`src/rtl/dbg_bridge_pkg.sv`:
```
// Shared definitions for the host-side debug command bridge: FSM encoding,
// framing defaults and LEN-byte flag positions.
package dbg_bridge_pkg;

    typedef logic [2:0] state_t;

    localparam state_t ST_IDLE     = 3'd0;
    localparam state_t ST_GOT_SYNC = 3'd1;
    localparam state_t ST_ISSUE    = 3'd2;
    localparam state_t ST_COLLECT  = 3'd3;
    localparam state_t ST_TX_SOF   = 3'd4;
    localparam state_t ST_TX_LEN   = 3'd5;
    localparam state_t ST_TX_DATA  = 3'd6;
    localparam state_t ST_TX_CSUM  = 3'd7;

    localparam logic [7:0] SYNC_BYTE_DEF = 8'hA5;
    localparam logic [7:0] RESP_SOF_DEF  = 8'h5A;

    localparam int LEN_OVF_BIT = 7;
    localparam int LEN_TO_BIT  = 6;

    function automatic logic [7:0] sat_inc8(input logic [7:0] v);
        return (v == 8'hFF) ? v : v + 8'd1;
    endfunction

endpackage

```
`src/rtl/dbg_resp_fifo.sv`:
```
// Response byte buffer: synchronous FIFO with clear; pushes while full and
// pops while empty are dropped internally.
module dbg_resp_fifo #(
    parameter int FIFO_DEPTH = 8
) (
    input  logic       clk,
    input  logic       rst_n,
    input  logic       clear_i,
    input  logic       push_i,
    input  logic [7:0] data_i,
    input  logic       pop_i,
    output logic [7:0] data_o,
    output logic       full_o,
    output logic       empty_o,
    output logic [3:0] count_o
);

    localparam int PTR_W = $clog2(FIFO_DEPTH);

    logic [7:0]       mem_q [FIFO_DEPTH];
    logic [PTR_W-1:0] wr_ptr_q, rd_ptr_q;
    logic [3:0]       cnt_q;
    logic             do_push, do_pop;

    function automatic logic [PTR_W-1:0] next_ptr(input logic [PTR_W-1:0] p);
        return (p == PTR_W'(FIFO_DEPTH - 1)) ? '0 : p + 1'b1;
    endfunction

    assign full_o  = (cnt_q == 4'(FIFO_DEPTH));
    assign empty_o = (cnt_q == 4'd0);
    assign count_o = cnt_q;
    assign data_o  = mem_q[rd_ptr_q];
    assign do_push = push_i && !full_o;
    assign do_pop  = pop_i && !empty_o;

    always_ff @(posedge clk) begin
        if (!rst_n || clear_i) begin
            wr_ptr_q <= '0;
            rd_ptr_q <= '0;
            cnt_q    <= 4'd0;
        end else begin
            if (do_push) wr_ptr_q <= next_ptr(wr_ptr_q);
            if (do_pop)  rd_ptr_q <= next_ptr(rd_ptr_q);
            if (do_push && !do_pop)      cnt_q <= cnt_q + 4'd1;
            else if (do_pop && !do_push) cnt_q <= cnt_q - 4'd1;
        end
    end

    // Storage carries no reset; only the pointers define validity.
    always_ff @(posedge clk) begin
        if (do_push) mem_q[wr_ptr_q] <= data_i;
    end

endmodule

```
`src/rtl/debug_cmd_bridge.sv`:
```
// Host-side debug front end: deframes A5,cmd from the RX byte stream, strobes
// the command, collects the response burst and returns it as a framed packet.
module debug_cmd_bridge
    import dbg_bridge_pkg::*;
#(
    parameter logic [7:0] SYNC_BYTE  = SYNC_BYTE_DEF,
    parameter logic [7:0] RESP_SOF   = RESP_SOF_DEF,
    parameter int         FIFO_DEPTH = 8,
    parameter int         RESP_GAP   = 4,
    parameter int         TIMEOUT    = 1024
) (
    input  logic       clk,
    input  logic       rst_n,
    input  logic [7:0] rx_data,
    input  logic       rx_valid,
    output logic [7:0] tx_data,
    output logic       tx_valid,
    input  logic       tx_ready,
    output logic [7:0] debug_cmd,
    output logic       debug_cmd_valid,
    input  logic [7:0] debug_resp,
    input  logic       debug_resp_valid,
    output logic       busy,
    output logic [7:0] drop_count,
    output logic [7:0] timeout_count
);

    localparam int GAP_W = $clog2(RESP_GAP + 1);
    localparam int TO_W  = $clog2(TIMEOUT);

    state_t           state_q, state_d;
    logic [7:0]       cmd_q, cmd_d;
    logic [GAP_W-1:0] gap_q, gap_d;
    logic [TO_W-1:0]  to_cnt_q, to_cnt_d;
    logic             ovf_q, ovf_d, to_q, to_d;
    logic [7:0]       drop_q, drop_d, tocnt_q, tocnt_d;
    logic [7:0]       csum_q, csum_d;
    logic [7:0]       len_byte, fifo_data;
    logic [3:0]       fifo_count;
    logic             fifo_clear, fifo_push, fifo_pop, fifo_full, fifo_empty;
    logic             tx_fire;

    dbg_resp_fifo #(.FIFO_DEPTH(FIFO_DEPTH)) u_fifo (
        .clk     (clk),
        .rst_n   (rst_n),
        .clear_i (fifo_clear),
        .push_i  (fifo_push),
        .data_i  (debug_resp),
        .pop_i   (fifo_pop),
        .data_o  (fifo_data),
        .full_o  (fifo_full),
        .empty_o (fifo_empty),
        .count_o (fifo_count)
    );

    assign busy            = (state_q != ST_IDLE) && (state_q != ST_GOT_SYNC);
    assign tx_valid        = state_q[2];
    assign tx_fire         = tx_valid && tx_ready;
    assign debug_cmd_valid = (state_q == ST_ISSUE);
    assign debug_cmd       = cmd_q;
    assign drop_count      = drop_q;
    assign timeout_count   = tocnt_q;

    always_comb begin
        len_byte              = {4'd0, fifo_count};
        len_byte[LEN_OVF_BIT] = ovf_q;
        len_byte[LEN_TO_BIT]  = to_q;
    end

    always_comb begin
        case (state_q)
            ST_TX_SOF:  tx_data = RESP_SOF;
            ST_TX_LEN:  tx_data = len_byte;
            ST_TX_DATA: tx_data = fifo_data;
            ST_TX_CSUM: tx_data = csum_q;
            default:    tx_data = 8'd0;
        endcase
    end

    always_comb begin
        state_d    = state_q;
        cmd_d      = cmd_q;
        gap_d      = gap_q;
        to_cnt_d   = to_cnt_q;
        ovf_d      = ovf_q;
        to_d       = to_q;
        drop_d     = drop_q;
        tocnt_d    = tocnt_q;
        csum_d     = csum_q;
        fifo_clear = 1'b0;
        fifo_push  = 1'b0;
        fifo_pop   = 1'b0;
        if (rx_valid && busy) drop_d = sat_inc8(drop_q);
        case (state_q)
            ST_IDLE:     if (rx_valid && rx_data == SYNC_BYTE) state_d = ST_GOT_SYNC;
            ST_GOT_SYNC: if (rx_valid) begin
                cmd_d   = rx_data;
                state_d = ST_ISSUE;
            end
            ST_ISSUE: begin
                fifo_clear = 1'b1;
                gap_d      = '0;
                to_cnt_d   = '0;
                ovf_d      = 1'b0;
                to_d       = 1'b0;
                state_d    = ST_COLLECT;
            end
            // Gap timing only starts once a byte has arrived; until then the timeout runs.
            ST_COLLECT: begin
                if (debug_resp_valid) begin
                    fifo_push = 1'b1;
                    gap_d     = '0;
                    if (fifo_full) ovf_d = 1'b1;
                end else if (!fifo_empty) begin
                    if (gap_q == GAP_W'(RESP_GAP)) state_d = ST_TX_SOF;
                    else                           gap_d   = gap_q + 1'b1;
                end else if (to_cnt_q == TO_W'(TIMEOUT - 1)) begin
                    to_d    = 1'b1;
                    tocnt_d = sat_inc8(tocnt_q);
                    state_d = ST_TX_SOF;
                end else begin
                    to_cnt_d = to_cnt_q + 1'b1;
                end
            end
            ST_TX_SOF: if (tx_fire) state_d = ST_TX_LEN;
            ST_TX_LEN: if (tx_fire) begin
                csum_d  = len_byte;
                state_d = fifo_empty ? ST_TX_CSUM : ST_TX_DATA;
            end
            ST_TX_DATA: if (tx_fire) begin
                fifo_pop = 1'b1;
                csum_d   = csum_q ^ fifo_data;
                if (fifo_count == 4'd1) state_d = ST_TX_CSUM;
            end
            ST_TX_CSUM: if (tx_fire) state_d = ST_IDLE;
            default: state_d = ST_IDLE;
        endcase
    end

    always_ff @(posedge clk) begin
        if (!rst_n) begin
            state_q  <= ST_IDLE;
            cmd_q    <= 8'd0;
            gap_q    <= '0;
            to_cnt_q <= '0;
            ovf_q    <= 1'b0;
            to_q     <= 1'b0;
            drop_q   <= 8'd0;
            tocnt_q  <= 8'd0;
        end else begin
            state_q  <= state_d;
            cmd_q    <= cmd_d;
            gap_q    <= gap_d;
            to_cnt_q <= to_cnt_d;
            ovf_q    <= ovf_d;
            to_q     <= to_d;
            drop_q   <= drop_d;
            tocnt_q  <= tocnt_d;
        end
    end

    always_ff @(posedge clk) begin
        csum_q <= csum_d;
    end

endmodule

```
`config.mk`:
```
export PLATFORM = sky130hd
export DESIGN_NAME = debug_cmd_bridge
export DESIGN_NICKNAME = d
export VERILOG_FILES = /design/src/rtl/dbg_bridge_pkg.sv /design/src/rtl/dbg_resp_fifo.sv /design/src/rtl/debug_cmd_bridge.sv
export SDC_FILE = /design/constraint.sdc
export NUM_CORES = 1
export LEC_CHECK = 0
export ABC_AREA = 1
export BUFFER_PORTS_ARGS = -buffer_cell sky130_fd_sc_hd__clkbuf_2
export CORE_UTILIZATION = 35
export CTS_CLUSTER_SIZE = 28
export DETAILED_ROUTE_END_ITERATION = 7
export PLACE_DENSITY_LB_ADDON = 0.08
export REMOVE_ABC_BUFFERS = 1
export SLEW_MARGIN = 15
export SYNTH_ARGS = -nofsm -noshare
export SYNTH_HDL_FRONTEND = slang
export SYNTH_HIERARCHICAL = 1
export SYNTH_SLANG_ARGS = --single-unit
```
`constraint.sdc`:
```
create_clock -name clk -period 3.4 [get_ports clk]
set_input_delay 0.34 -clock clk [delete_from_list [all_inputs] [get_ports clk]]
set_output_delay 0.34 -clock clk [all_outputs]
set_load 0.01 [all_outputs]
```
==> summary.txt, run 1 <==
Final setup vio count -> 0
Dpl hpwl -> 10400 µm
Synth warn -> 6
RSZ-0062 raised after global routing -> no
FP Rows -> 48
Worst setup path class -> flop to output port
Area of the multi-input gates -> 2490 µm²
Mapped Cells -> 708
Share of layout cells above drive strength 1 -> 0.164
Routed Antenna Nets -> 0
Die height -> 135 µm
Static leakage -> 2.93 nW
Critical path's slowest cell -> dfxtp_1
Worst setup EP type -> output port
# fillers -> 1728
Worst hold path class -> input port to flop
CTS Buf Count -> 17
Sequential share of the synthesized area -> 0.529
Cell with the most instances after synthesis -> nand2_1
Global-route wire length before repair -> 23500 µm
Clock sink count -> 127
DR DRC count -> 0
Skew final -> 7.88 ps
Crit-path most repeated cell -> nand2_1
Cell taking the most area after synthesis -> edfxtp_1
FF/Latch Area -> 3260 µm²
Total GRT Usage -> 0.169
Overall die width -> 135 µm
First-pass DRT Iterations -> 4
Netlist Area Pre-Place -> 6170 µm²
Post-CTS Setup Bufs -> 0
Initial antenna violation count -> 0
Area contributors post-synth -> edfxtp_1 (35%), dfxtp_1 (18%), nand2_1 (8.9%), nor2_1 (7.8%), inv_1 (3.5%)
Post-CTS sizing -> 0
Asr flop ratio synth -> 0
Slew headroom -> 0.443
Total die area -> 18200 µm²
Final Critical Period -> 2670 ps
Final Cycle Share -> 0.786
Layout Cells excl Fill -> 1005
Worst Path Required -> 3060 ps
Syn Area/Cell -> 8.71 µm²
Vias in the first global route -> 4571
Clk_lat worst skew -> 420 ps
CP peak stage delay -> 550 ps
H-tree Lvls -> 4
Util after Layout -> 0.418
Nets -> 805
Ant. Diodes -> 0
PD cells -> 586 nW/µm²
Total number of vias -> 4771
CTS Hold Bufs -> 0
Number of flops mapped to enable cells by yosys -> 72
TritonCTS clock tree -> built
Fin. max-slew vios -> 0
Post-Route WL -> 14300 µm
Top post-synthesis cells by count -> nand2_1 (147), nor2_1 (128), edfxtp_1 (72)
Gr ovfl total -> 0
Status -> completed
Largest net degree at the start of global routing -> 33
Setup TNS Final -> 0 ps
Routed vias/inst -> 4.75
Gpl congestion -> 0.797
Clk slew on worst S/H paths -> 60 ps
Top-area cell type share of the netlist area -> 0.351
CP arrival -> 2330 ps
Cell-by-cell trace of the critical path -> inv_2, o21ai_1, nand2_1, nand2_1, nand2_1, nand2_1, nand4_1, clkbuf_2
Commonest register cell after synthesis -> edfxtp_1
IO Port Bufs -> 55
Fin. Hold Viols -> 0
Starting Density -> 0.358
Max-cap violations -> 0
Clk buf depth -> 2
Core area -> 17200 µm²
Worst vdd rail ir drop -> 0.000312 V
Dpl cells -> 973
Drt wl/cell -> 14.3 µm
Top-Level Pins -> 56
Clock Tree Root -> clkbuf_16
Unique masters post-synth -> 38
Starting DRT DRC Count -> 306
Worst-Margin Slew -> 835 ps
Setup crit start kind -> flop
Worst Path Max Fanout -> 32
Pwr Total -> 4.22 mW
F_max -> 374 MHz
Area delta synth->final -> 16.8%
Synthesized flop and latch total -> 127
==> cell usage in the layout (no fill, tap or decap), drive strengths merged <==
cell type  count
a22o           1
clkbuf        72
nand3b         1
inv           77
nand2        156
o211ai         1
xor2           6
buf            3
xnor2         11
a211oi         2
dfxtp         55
bufinv         1
o2111ai        1
fa             1
a221o          1
or2            2
nand4         10
nor2         143
a21oi         35
edfxtp        72
clkinv         3
nor3           9
nand3         32
ha            16
o21ai         68
o211a          1
==> metrics by stage <==
stage	hold slack, ps	setup slack (ps)	cell area (µm²)
finish	166	727	7200
global route	165	493	7200
detailed placement	467	797	6590
floorplan	439	828	6010
global placement	458	864	6590
CTS	155	678	7200
==> worst paths after layout <==
path | startpoint | endpoint | slack (ps) | cells after the start
max reg2reg | state_q[0] | u_fifo/count_o[3] | 780 | 15
max | flop | tx_data[3] | 730 | 8
min reg2reg | debug_cmd[7] | debug_cmd[7] | 470 | 2
min | rx_data[1] | debug_cmd[1] | 170 | 3
==> registers in the layout (all words and copies together), names as in the netlist, named ones only <==
signal           flops
u_fifo/rd_ptr_q      3
to_q                 1
csum_q               8
u_fifo/wr_ptr_q      3
u_fifo/mem_q        64
state_q              3
gap_q                3
ovf_q                1
to_cnt_q            10
u_fifo/count_o       4
drop_count           8
debug_cmd            8
timeout_count        8
==> worst max-delay path, delay by kind of cell (launching register included) <==
kind / cells / cell delay [ps]
AOI/OAI and AO/OA: 1 / 320
DFF: 1 / 550
and+or+nand+nor: 5 / 520
buffers and inverters: 2 / 520
==> report_power, final <==
| group | switching [mW] | leakage [nW] | total [mW] | internal, mW |
|---|---|---|---|---|
| sequential | 0.0599 | 1.10 | 1.74 | 1.68 |
| combinational | 0.412 | 1.53 | 0.617 | 0.206 |
| clock | 0.799 | 0.302 | 1.86 | 1.06 |
==> layout make-up <==
type	count	area share
inverter	66	0.0354
timing repair buffer	58	0.0413
multi-input combinational	497	0.346
tap	225	0.0391
sequential	127	0.453
clock inverter	15	0.0257
clock buffer	17	0.0591
==> per-layer routing <==
| layer | routed length [µm] | GRT usage | up-vias |
|---|---|---|---|
| met3 | 534 | 0.0375 | 19 |
| li1 | - | - | 2450 |
| met4 | 214 | 0.0599 | 0 |
| met2 | 6180 | 0.249 | 92 |
| met1 | 7410 | 0.243 | 2210 |
| met5 | 0 | 0 | - |
==> cells by family (layout without fill, tap and decap cells) <==
family | Yosys count | count (layout) | synth area share
AND/OR/NAND/NOR | 353 | 353 | 0.251
flip-flops | 127 | 127 | 0.529
AO/OA/AOI/OAI | 110 | 110 | 0.0933
buffers and inverters | 84 | 156 | 0.0665
adder cells (fa/ha/maj) | 17 | 17 | 0.0357
XOR/XNOR | 17 | 17 | 0.0241
No activity file was read; power rests on OpenSTA's default activity.
==> inputs of run 2 (changes only) <==
ABC_AREA = 0   (was 1)
clock period = 2.5 ns   (was 3.4 ns; I/O delays follow)
==> summary.txt, run 2 <==
Status -> finished, violations left
Failing checks -> setup timing
CTS Buf Count -> 17
Global-route wire length before repair -> 21400 µm
Netlist Area Pre-Place -> 5870 µm²
Starting Density -> 0.364
R2r worst-path depth -> 6
Unique masters post-synth -> 59
Max-cap violations -> 0
Setup TNS Final -> -2.81 ps
Largest net degree at the start of global routing -> 36
Commonest register cell after synthesis -> edfxtp_1
FF/Latch Area -> 3270 µm²
Top post-synthesis cells by count -> edfxtp_1 (72), dfxtp_1 (55), nor2_1 (32)
Static leakage -> 2.76 nW
Skew final -> 8.89 ps
Area delta synth->final -> 24.3%
Gr ovfl total -> 0
Util after Layout -> 0.453
Dpl cells -> 747
Die height -> 131 µm
Fin. max-slew vios -> 0
Worst setup EP type -> output port
Worst vdd rail ir drop -> 0.000504 V
Final worst-path setup slack -> -2.81 ps
Switching Share -> 0.250
Area of the multi-input gates -> 2490 µm²
Setup crit start kind -> flop
Clk slew on worst S/H paths -> 60 ps
Final Critical Period -> 2500 ps
Overall die width -> 131 µm
TritonCTS clock tree -> built
Total die area -> 17300 µm²
Ant. Diodes -> 0
PD cells -> 720 nW/µm²
Share of layout cells above drive strength 1 -> 0.292
Flop2flop setup slack -> 190 ps
Worst Path Required -> 2250 ps
Commonest non-fill, non-tap cell in the layout -> edfxtp_1
Total GRT Usage -> 0.162
Top-area cell type share of the netlist area -> 0.368
Worst setup path class -> flop to output port
Number of flops mapped to enable cells by yosys -> 72
Biggest register -> u_fifo/mem_q
Vias in the first global route -> 3939
Worst r2r dst -> state_q[0]
Fin. Hold Viols -> 0
Routed Antenna Nets -> 0
Sequential share of power -> 0.432
Total number of vias -> 3944
Sw Pwr -> 1.31 mW
F_max -> 400 MHz
Synth warn -> 6
Sequential share of the synthesized area -> 0.556
Most frequent cells in the layout -> edfxtp_1 (72), clkbuf_2 (53), dfxtp_1 (52), buf_4 (35), nor2_1 (31)
Nets -> 594
Clock sink count -> 127
Clk network pwr share -> 0.477
Routed vias/inst -> 5.02
Post-Route WL -> 13200 µm
RSZ-0062 raised after global routing -> yes
CTS Hold Bufs -> 0
Setup crit end -> tx_data[5]
Slew headroom -> 0.610
Cell with the most instances after synthesis -> edfxtp_1
Synthesized flop and latch total -> 127
Clk_lat worst skew -> 410 ps
Largest registers -> u_fifo/mem_q: 64 flops, to_cnt_q: 10 flops
Area contributors post-synth -> edfxtp_1 (37%), dfxtp_1 (19%), mux4_1 (6.7%), ha_1 (3.4%), xnor2_1 (2.5%)
Starting DRT DRC Count -> 163
DR DRC count -> 0
Combinational share of power -> 0.091
Top-Level Pins -> 56
Worst r2r src -> u_fifo/count_o[2]
Cell taking the most area after synthesis -> edfxtp_1
Worst hold path class -> input port to flop
Gpl congestion -> 0.760
Layout Cells excl Fill -> 785
Worst-Margin Slew -> 585 ps
H-tree Lvls -> 4
CP arrival -> 2250 ps
Initial antenna violation count -> 0
Pint -> 3.94 mW
Max reg flops -> 64
Syn Area/Cell -> 12.6 µm²
Asr flop ratio synth -> 0
Clk buf depth -> 2
IO Port Bufs -> 55
# fillers -> 1520
Final setup vio count -> 1
Mapped Cells -> 464
Clock Tree Root -> clkbuf_16
Core area -> 16100 µm²
First-pass DRT Iterations -> 4
Final Cycle Share -> 1.00
Drt wl/cell -> 16.8 µm
FP Rows -> 46
Worst Path Max Fanout -> 7
Dpl hpwl -> 8680 µm
[run 2: layer usage]
| layer | up-vias | track usage | part of all wire |
|---|---|---|---|
| met5 | - | 0 | 0 |
| met4 | 0 | 0.0543 | 0.0091 |
| met3 | 9 | 0.0397 | 0.028 |
| met2 | 57 | 0.274 | 0.51 |
| met1 | 1948 | 0.200 | 0.45 |
| li1 | 1930 | - | - |
[run 2: critical path, stage by stage, from the launching register on]
cell	delay [ps]
dfxtp_4	370
buf_12	140
buf_4	110
mux4_1	540
mux2_2	320
a32o_1	240
clkbuf_2	130
[run 2: cell families after synthesis]
group           Yosys count  synth area share
simple gates            155             0.143
flops                   127             0.556
compound gates           64            0.0806
mux                      39             0.112
buf+inv                  33            0.0275
xor+xnor                 29            0.0433
fa+ha+maj                17            0.0375
[run 2: worst min path at each step]
stage | startpoint | end | slack [ps] | cells after the start
after CTS | rx_data[0] | debug_cmd[0] | 90 | 3
final | rx_data[1] | debug_cmd[1] | 110 | 3
after global routing | rx_data[7] | debug_cmd[7] | 110 | 3
after global placement | to_cnt_q[9] | to_cnt_q[9] | 490 | 2
after detailed placement | to_cnt_q[9] | to_cnt_q[9] | 500 | 2
after floorplan | debug_resp[0] | u_fifo/mem_q[0][0] | 350 | 0
[run 2: final cells by class]
cell class | count | share of cell area
Tap cell | 216 | 0.0370
Clock inverter | 15 | 0.0237
Multi-Input combinational cell | 304 | 0.341
Clock buffer | 17 | 0.0583
Timing Repair Buffer | 94 | 0.0857
Inverter | 12 | 0.00617
Sequential cell | 127 | 0.448
[run 2: stage by stage]
step | total power, mW | setup slack, ps | hold slack (ps) | area, µm²
after CTS | 5.31 | -65.9 | 86.9 | 7250
after global placement | 2.78 | -13.6 | 487 | 6560
final | 5.25 | -2.81 | 110 | 7300
after global routing | 5.48 | -81.9 | 108 | 7300
after floorplan | 2.60 | -324 | 349 | 5750
after detailed placement | 2.78 | -99.4 | 503 | 6560
[run 2: power groups by stage]
stage	Combinational, mW	Sequential [mW]	Clock, mW
3_5_place_dp	0.465	2.31	0
4_1_cts	0.467	2.27	2.57
6_report	0.479	2.27	2.50
2_1_floorplan	0.278	2.32	0
3_3_place_gp	0.465	2.31	0
5_1_grt	0.535	2.27	2.67
[run 2: repair_timing]
action / in CTS / in global routing
pin swaps: 6 / 9
buffers inserted: 4 / 1
setup endpoints to repair: 8 / 9
gates cloned: 1 / 0
gates resized for setup: 10 / 24
==> inputs of run 3 (changes only) <==
SYNTH_HIERARCHICAL = unset   (was 1)
==> summary.txt, run 3 <==
Largest net degree at the start of global routing -> 21
Top-area cell type share of the netlist area -> 0.379
F_max -> 403 MHz
Nets -> 604
Gr ovfl total -> 0
Gpl congestion -> 0.779
Largest registers -> u_fifo.mem_q: 64 flops, to_cnt_q: 10 flops
Pwr Total -> 5.08 mW
H-tree Lvls -> 4
Top-Level Pins -> 56
RSZ-0062 raised after global routing -> yes
FP Rows -> 46
Area contributors post-synth -> edfxtp_1 (38%), dfxtp_1 (19%), mux4_2 (6.3%), ha_1 (3.7%), mux2i_1 (3.5%)
Clk_lat worst skew -> 410 ps
Setup crit start kind -> flop
Final Critical Period -> 2480 ps
Most frequent cells in the layout -> edfxtp_1 (72), dfxtp_1 (53), clkbuf_2 (52), nor2_1 (48), buf_4 (35)
Skew final -> 8.69 ps
Placed inst area -> 6400 µm²
TritonCTS clock tree -> built
Number of flops mapped to enable cells by yosys -> 72
Post-Route WL -> 12800 µm
Max reg flops -> 64
Final setup vio count -> 0
Asr flop ratio synth -> 0
First-pass DRT Iterations -> 4
Overall die width -> 130 µm
Dpl hpwl -> 9040 µm
CP arrival -> 2230 ps
Worst setup EP type -> output port
# fillers -> 1505
Biggest register -> u_fifo.mem_q
Initial antenna violation count -> 0
PD cells -> 708 nW/µm²
Clock Tree Root -> clkbuf_16
Share of layout cells above drive strength 1 -> 0.276
Total number of vias -> 3964
Cell taking the most area after synthesis -> edfxtp_1
Clk slew on worst S/H paths -> 60 ps
Netlist Area Pre-Place -> 5710 µm²
Synth warn -> 0
Ant. Diodes -> 0
Routed vias/inst -> 4.99
Setup TNS Final -> 0 ps
Mapped Cells -> 472
Clock sink count -> 127
Worst hold path class -> input port to flop
Sequential share of the synthesized area -> 0.572
Global-route wire length before repair -> 20300 µm
Area delta synth->final -> 25.7%
Cell with the most instances after synthesis -> edfxtp_1
Routed Antenna Nets -> 0
Starting DRT DRC Count -> 150
Die height -> 130 µm
DR DRC count -> 0
Worst Path Max Fanout -> 4
Unique masters post-synth -> 57
Slew headroom -> 0.360
Syn Area/Cell -> 12.1 µm²
Fin. max-slew vios -> 0
Fin area -> 7180 µm²
Worst-Margin Slew -> 948 ps
Commonest non-fill, non-tap cell in the layout -> edfxtp_1
Max-cap violations -> 0
Starting Density -> 0.359
IO Port Bufs -> 55
Top post-synthesis cells by count -> edfxtp_1 (72), dfxtp_1 (55), nor2_1 (49)
Status -> completed
Static leakage -> 2.67 nW
Total die area -> 16800 µm²
Final Cycle Share -> 0.994
Drt wl/cell -> 16.1 µm
Commonest register cell after synthesis -> edfxtp_1
Vias in the first global route -> 3895
Fin. Hold Viols -> 0
Clk buf depth -> 2
CTS Hold Bufs -> 0
Core area -> 15900 µm²
Worst setup path class -> flop to output port
Total GRT Usage -> 0.166
CTS Buf Count -> 17
Synthesized flop and latch total -> 127
Worst vdd rail ir drop -> 0.000458 V
Worst Path Required -> 2250 ps
-- run 3: cell types whose count changed in the layout (fill, tap and decap cells not counted), moves of 6 or more --
cell,change
mux4_2,+6
a21oi_1,+8
inv_6,-6
nor2_1,+17
o21ai_0,+7
or4_1,+7
mux4_1,-6
xnor2_1,-8
and2_1,-8
nor2b_1,-15
-- run 3: cell type report --
| cell class | count | area [µm²] | area share |
|---|---|---|---|
| clock buffer | 21 | 440 | 0.0614 |
| clock inverter | 11 | 120 | 0.0167 |
| inverter | 16 | 60.1 | 0.00837 |
| multi-input combinational | 308 | 2390 | 0.333 |
| sequential | 127 | 3270 | 0.455 |
| tap | 216 | 270 | 0.0377 |
| timing repair buffer | 96 | 631 | 0.0879 |
-- run 3: cell families (layout without fill, tap and decap cells) --
logic type               count (synthesis)  after routing  synth area share
multiplexers                            40             40             0.106
AO/OA/AOI/OAI                           76             76            0.0905
adder cells (fa/ha/maj)                 17             17            0.0373
XOR/XNOR                                18             18            0.0276
buffers and inverters                   37            144            0.0267
flip-flops                             127            127             0.572
AND/OR/NAND/NOR                        157            157             0.140
-- run 3: timing repair --
action                                  4_1_cts  5_1_grt
setup buffers                                 7        2
pin swaps                                     3        6
cloned                                        1        0
resized for setup                            16       18
endpoints found under the setup margin        7       21
hold endpoints to repair                      0        0
-- run 3: critical path: stages, from the launching register on --
cell	delay [ps]
dfxtp_4	370
buf_6	130
mux4_2	480
mux2_4	290
a222oi_1	320
nor2_1	90
buf_2	150
-- run 3: final timing paths --
check	startpoint	to	slack (ps)	cells past startpoint
setup reg to reg	flop	csum_q[2]	170	12
hold reg to reg	to_cnt_q[1]	to_cnt_q[1]	470	2
hold / removal	rx_data[4]	debug_cmd[4]	80	3
setup / recovery	flop	tx_data[7]	20	6
-- run 3: power by group --
| part | switching, mW | internal (mW) | total, mW |
|---|---|---|---|
| sequential | 0.0270 | 2.24 | 2.26 |
| clock | 0.881 | 1.46 | 2.34 |
| combinational | 0.287 | 0.192 | 0.480 |
-- run 3: metal layers --
layer | up-vias | GRT usage | part of all wire
met5 | - | 0 | 0
met4 | 0 | 0.0732 | 0.017
met3 | 11 | 0.0521 | 0.036
met2 | 73 | 0.281 | 0.51
met1 | 1913 | 0.194 | 0.44
li1 | 1967 | - | -
-- run 3: stage by stage --
| stage | utilization | hold slack [ps] | worst slack [ps] | cells |
|---|---|---|---|---|
| final | 0.452 | 83.2 | 15.6 | 795 |
| after global routing | 0.452 | 87.7 | -93.6 | 795 |
| after global placement | 0.403 | 463 | 187 | 754 |
| after detailed placement | 0.403 | 467 | 150 | 754 |
| after floorplan | - | 349 | -34.8 | 451 |
| after CTS | 0.447 | 59.9 | -30.7 | 794 |
